===== config.mk =====
export PLATFORM = sky130hd
export DESIGN_NAME = piano_led_sched
export DESIGN_NICKNAME = d
export VERILOG_FILES = /design/src/rtl/piano_led_pkg.sv /design/src/rtl/led_prescaler.sv /design/src/rtl/piano_led_sched.sv
export SDC_FILE = /design/constraint.sdc
export NUM_CORES = 1
export LEC_CHECK = 0
export BUFFER_PORTS_ARGS = -buffer_cell sky130_fd_sc_hd__buf_2
export CORE_MARGIN = 2
export CORE_UTILIZATION = 35
export DETAILED_ROUTE_END_ITERATION = 16
export HOLD_SLACK_MARGIN = 0.15
export PLACE_DENSITY = 0.53
export SYNTH_ARGS = -nofsm -noshare
export SYNTH_HDL_FRONTEND = slang
export SYNTH_HIERARCHICAL = 1
export SYNTH_SLANG_ARGS = --single-unit

===== constraint.sdc =====
create_clock -name clk -period 7.9 [get_ports clk]
set_input_delay 1.58 -clock clk [delete_from_list [all_inputs] [get_ports clk]]
set_output_delay 1.58 -clock clk [all_outputs]
set_load 0.05 [all_outputs]

===== src/rtl/piano_led_pkg.sv =====
// Shared types and helpers for the piano-key LED column scheduler.
package piano_led_pkg;

  typedef enum logic {
    IDLE = 1'b0,
    SCAN = 1'b1
  } state_e;

  localparam int LEVEL_W = 4;
  localparam logic [LEVEL_W-1:0] LEVEL_MAX = 4'd15;

  // Top four bits of the slot divider select the PWM phase (16 phases per slot).
  function automatic logic [3:0] phase_slice(input logic [31:0] cnt, input int div_w);
    return 4'(cnt >> (div_w - 4));
  endfunction

endpackage


===== src/rtl/led_prescaler.sv =====
// Slot divider: free-running DIV_W-bit counter gated by enable, with a
// synchronous clear; emits the end-of-slot tick and the current PWM phase.
module led_prescaler
  import piano_led_pkg::*;
#(
  parameter int DIV_W = 11
) (
  input  logic       clk,
  input  logic       rst_n,
  input  logic       en_i,
  input  logic       clr_i,
  output logic       tick_o,
  output logic [3:0] phase_o
);

  logic [DIV_W-1:0] div_cnt_q, div_cnt_d;

  always_comb begin
    div_cnt_d = div_cnt_q;
    if (clr_i) begin
      div_cnt_d = '0;
    end else if (en_i) begin
      div_cnt_d = div_cnt_q + DIV_W'(1);
    end
  end

  always_ff @(posedge clk or negedge rst_n) begin
    if (!rst_n) begin
      div_cnt_q <= '0;
    end else begin
      div_cnt_q <= div_cnt_d;
    end
  end

  assign tick_o  = (&div_cnt_q) & en_i;
  assign phase_o = phase_slice(32'(div_cnt_q), DIV_W);

endmodule


===== src/rtl/piano_led_sched.sv =====
// Time-multiplexed PWM scheduler for the piano-key LED column with per-key decaying brightness.
// Optional PIANO_LED_BLANK_EN blanks led_out during the first 1/16 of each slot (anti-ghosting).
module piano_led_sched
  import piano_led_pkg::*;
#(
  parameter int NUM_KEYS    = 8,
  parameter int DIV_W       = 11,
  parameter int DECAY_TICKS = 64
) (
  input  logic                clk,
  input  logic                rst_n,
  input  logic                led_en,
  input  logic [NUM_KEYS-1:0] key_hit,
  output logic [NUM_KEYS-1:0] led_sel,
  output logic                led_out,
  output logic                busy
);

  localparam int COL_W = $clog2(NUM_KEYS);
  localparam int DEC_W = (DECAY_TICKS > 1) ? $clog2(DECAY_TICKS) : 1;
  localparam logic [COL_W-1:0] COL_LAST = COL_W'(NUM_KEYS - 1);
  localparam logic [DEC_W-1:0] DEC_LAST = DEC_W'(DECAY_TICKS - 1);

  state_e                             state_q, state_d;
  logic [COL_W-1:0]                   col_idx_q, col_idx_d;
  logic [DEC_W-1:0]                   decay_cnt_q, decay_cnt_d;
  logic [NUM_KEYS-1:0][LEVEL_W-1:0]   level_q, level_d, level_dec;
  logic [NUM_KEYS-1:0]                led_sel_q, led_sel_d;
  logic                               led_out_q, led_out_d;
  logic                               scan_en, pre_clr, tick, decay_wrap;
  logic                               all_zero, any_hit, blank;
  logic [3:0]                         phase;

  assign scan_en    = (state_q == SCAN) & led_en;
  assign any_hit    = |key_hit;
  assign decay_wrap = tick & (decay_cnt_q == DEC_LAST);

  led_prescaler #(
    .DIV_W(DIV_W)
  ) u_prescaler (
    .clk    (clk),
    .rst_n  (rst_n),
    .en_i   (scan_en),
    .clr_i  (pre_clr),
    .tick_o (tick),
    .phase_o(phase)
  );

  // A strike overrides a same-cycle decay of that key.
  always_comb begin
    level_dec = level_q;
    level_d   = level_q;
    for (int i = 0; i < NUM_KEYS; i++) begin
      if (decay_wrap && (level_q[i] != '0)) begin
        level_dec[i] = level_q[i] - LEVEL_W'(1);
      end
      level_d[i] = key_hit[i] ? LEVEL_MAX : level_dec[i];
    end
    all_zero = (level_dec == '0);
  end

  always_comb begin
    state_d     = state_q;
    col_idx_d   = col_idx_q;
    decay_cnt_d = decay_cnt_q;
    pre_clr     = 1'b0;
    case (state_q)
      IDLE: begin
        pre_clr     = 1'b1;
        col_idx_d   = '0;
        decay_cnt_d = '0;
        if (any_hit) begin
          state_d = SCAN;
        end
      end
      SCAN: begin
        if (tick) begin
          col_idx_d   = (col_idx_q == COL_LAST) ? '0 : col_idx_q + COL_W'(1);
          decay_cnt_d = (decay_cnt_q == DEC_LAST) ? '0 : decay_cnt_q + DEC_W'(1);
          if (all_zero && !any_hit) begin
            state_d     = IDLE;
            col_idx_d   = '0;
            decay_cnt_d = '0;
            pre_clr     = 1'b1;
          end
        end
      end
      default: begin
        state_d = IDLE;
      end
    endcase
  end

`ifdef PIANO_LED_BLANK_EN
  assign blank = (phase == 4'd0);
`else
  assign blank = 1'b0;
`endif

  always_comb begin
    led_sel_d = '0;
    led_out_d = 1'b0;
    if (scan_en) begin
      led_sel_d = NUM_KEYS'(1) << col_idx_q;
      led_out_d = (level_q[col_idx_q] > phase) & ~blank;
    end
  end

  always_ff @(posedge clk or negedge rst_n) begin
    if (!rst_n) begin
      state_q     <= IDLE;
      col_idx_q   <= '0;
      decay_cnt_q <= '0;
      level_q     <= '0;
      led_sel_q   <= '0;
      led_out_q   <= 1'b0;
    end else begin
      state_q     <= state_d;
      col_idx_q   <= col_idx_d;
      decay_cnt_q <= decay_cnt_d;
      level_q     <= level_d;
      led_sel_q   <= led_sel_d;
      led_out_q   <= led_out_d;
    end
  end

  assign led_sel = led_sel_q;
  assign led_out = led_out_q;
  assign busy    = (state_q == SCAN);

endmodule


==> metrics.md <==
| Metric | Value |
|---|---|
| Slew Viols, Final | 0 |
| Critical Path Start Type | primary input |
| Cell count after synthesis | 426 |
| Vias after detailed routing | between 3000 and 4000 |
| Worst Hold Path EP | decay_cnt_q[1]$_DFFE_PN0P_ |
| R2R Setup Slk | roughly 2.2 ns |
| Diode count | 0 |
| Num ports | 21 |
| Cell Pwr Density | about 180 nW/µm² |
| Synth top area cells | dfrtp_1 (38%), ha_1 (6.1%), mux4_2 (4.4%) |
| Highest Clock Rate | 0.156 GHz |
| CTS Buffer Depth | 2 |
| Worst r2r src | busy$_DFF_PN0_ |
| Clock tree root buffer cell | clkbuf_16 |
| RePlAce Congestion | 0.861 |
| Clock skew | just under 0.009 ns |
| Worst skew pair latency | about 0.34 ns |
| Cells on Worst Hold Path | 2 |
| Crit Path Category | primary input to flip-flop |
| Unique masters post-synth | between 60 and 70 |
| Sw frac | 0.251 |
| Max cap viols | 0 |
| YS warnings | 6 |
| CP required | between 8 and 9 ns |
| Status | finished clean |
| Share of post-route cells with drive strength above 1 | 0.164 |
| Peak VDD IR | 0.177 mV |
| Die width | 112 µm |
| Setup TNS | 0 ns |
| First-pass GRT wire length | 16900 µm |
| Antenna-violating nets left | 0 |
| Yosys top cell by area | dfrtp_1 |
| Post-CTS sizing | 0 |
| Cts bufs inserted | 9 |
| Initial antenna violation count | 0 |
| HP Class | flip-flop to flip-flop |
| Largest net degree at the start of global routing | between 60 and 70 |
| Initial core utilization | 0.358 |
| Data arrival time of the critical path | between 6 and 7 ns |
| Final hold viol count | 0 |
| Synth top area share | 0.381 |
| Setup violators final | 0 |
| Crit path time final | 6.39 ns |
| Worst setup EP type | flip-flop |
| Ys flop type | dfrtp_1 |
| Htree depth | 3 |
| Origin of the worst min-delay path | decay_cnt_q[1]$_DFFE_PN0P_ |
| Crit Path Max Fanout | 17 |
| Cell Area, Synth | just over 4000 µm² |
| DRT Wirelength | ~10000 µm |
| Final #Nets | 471 |
| Drt drc | 0 |
| Wire length per cell | 17.0 µm |
| Power Total | 0.813 mW |
| Reg clk slew, reported paths | 0.06 ns |
| Hold_buf cts | 0 |
| Vias/cell | between 5 and 6 |
| Sequential share of the synthesized area | 0.381 |
| Router iterations before antenna repair | 4 |
| Measured slew at the worst slew-check pin | around 0.8 ns |
| Async S/R FF share, synth | 1.00 |
| Synth Area per Inst | 9.55 µm² |
| Area grow syn2layout | 12.0% |
| Die height | roughly 110 µm |
| Pleak | roughly 1.9 nW |
| Total global-route track usage | 0.172 |
| RSZ-0062 raised after global routing | no |
| Core Box Area | 11400 µm² |
| FP Rows | 39 |
| Worst flop-to-flop path endpoint | u_prescaler/div_cnt_q[8]$_DFFE_PN0P_ |
| Worst slew margin | 0.465 |
| Post-DP HPWL | roughly 7300 µm |
| Flop and latch count out of synthesis | 62 |
| EDFF count, synth | 0 |
| Final worst path period share | 0.809 |
| Logic pwr share | 0.072 |
| Clock network power share | 0.488 |
| Total clock sinks | 62 |
| Net switching power | 0.204 mW |
| Post-CTS Setup Inserts | 0 |
| DR iter-0 viols | 220 |
| Overflow after GRT | 0 |
| Syn Nets | roughly 460 |
| WHS | 0.571 ns |
| Reg2Reg Depth | 13 |
| DIE AREA | ~13000 µm² |
| Part of the power in registers | 0.440 |
| Internal | around 0.6 mW |
| CTS tree | done |
| Vias in the first global route | approximately 3200 |
| Port Buffers | 20 |
[cell usage in the layout, fill, tap and decap left out, drive strengths merged, types with 10 or more instances in the layout]
master / netlist / final
a21boi: 10 / 10
a31oi: 11 / 11
buf: 13 / 22
clkbuf: 6 / 10
dfrtp: 62 / 62
ha: 20 / 20
inv: 32 / 32
nand2: 34 / 34
nand2b: 21 / 21
nand3: 11 / 11
nor2: 28 / 28
nor3b: 11 / 11
o21ai: 14 / 14
[sequential cells by signal (all words and copies together) (netlist names)]
register,cells
u_prescaler/div_cnt_q,11
decay_cnt_q,6
led_out,1
busy,1
level_q,32
col_idx_q,3
led_sel,8
[metrics by stage]
stage	utilization	instances	instance area, µm²	setup slack, ns
floorplan	-	426	4070	2.83
global placement	0.374	572	4260	1.36
detailed placement	0.374	572	4260	1.19
CTS	0.401	588	4560	1.53
global route	0.401	588	4560	1.10
finish	0.401	588	4560	1.51
[power by group through the flow]
stage / registers, mW / clock network, mW / logic [mW]
after floorplan: 0.361 / 0 / 0.0360
after global placement: 0.363 / 0 / 0.0573
after detailed placement: 0.363 / 0 / 0.0594
after CTS: 0.358 / 0.409 / 0.0598
after global routing: 0.361 / 0.428 / 0.0662
final: 0.358 / 0.397 / 0.0588
[metal layers]
metal | track usage | wire, µm
met1 | 0.233 | 4810
met3 | 0.0501 | 457
met5 | 0 | 0
met2 | 0.267 | 4500
met4 | 0.0543 | 209
[critical path, stage by stage]
cell      delay (ns)
buf_2           0.09
and2_1          0.43
nand3_1         0.21
nor4_2          0.49
and2_1          0.65
nand2_1         0.45
o21a_1          0.31
a2111o_1        0.27
or4_1           0.65
nor2_2          0.21
a21bo_1         0.42
o21ai_0         0.27
or4_1           0.45
a21oi_1         0.16
[cells in the mapped netlist (all sizes together), types with 5 or more instances]
| master | instances |
|---|---|
| a211o | 8 |
| a21boi | 10 |
| a21oi | 9 |
| a31oi | 11 |
| and3 | 9 |
| buf | 13 |
| clkbuf | 6 |
| dfrtp | 62 |
| ha | 20 |
| inv | 32 |
| mux2 | 8 |
| mux4 | 8 |
| nand2 | 34 |
| nand2b | 21 |
| nand3 | 11 |
| nand4 | 8 |
| nor2 | 28 |
| nor2b | 8 |
| nor3 | 9 |
| nor3b | 11 |
| nor4 | 8 |
| o21ai | 14 |
| o22ai | 6 |
| or2 | 6 |
| or3 | 5 |
| xnor2 | 7 |
[how the worst max path moves through the flow]
stage | from | to | slack, ns | cells after the start
floorplan | led_en | u_prescaler/div_cnt_q[7]$_DFFE_PN0P_ | 2.83 | 16
global placement | led_en | u_prescaler/div_cnt_q[6]$_DFFE_PN0P_ | 1.36 | 14
detailed placement | led_en | u_prescaler/div_cnt_q[8]$_DFFE_PN0P_ | 1.19 | 14
CTS | led_en | u_prescaler/div_cnt_q[8]$_DFFE_PN0P_ | 1.53 | 14
global route | led_en | u_prescaler/div_cnt_q[8]$_DFFE_PN0P_ | 1.10 | 14
finish | led_en | u_prescaler/div_cnt_q[8]$_DFFE_PN0P_ | 1.51 | 14
[area by class of cell]
cell class	instances	area, µm²
inverters	32	120
fillers	1130	6810
flip-flops and latches	62	1550
clock buffers	10	239
repair buffers	22	115
clock inverters	6	61.3
multi-input cells	313	2290
well taps	143	179
[kinds of logic after synthesis]
logic type      share of synthesized area
simple gates                        0.257
fa+ha+maj                          0.0615
mux                                0.0762
xor+xnor                           0.0215
buf+inv                            0.0572
compound gates                      0.145
flops                               0.381
Power figures use the tool's default switching activity.
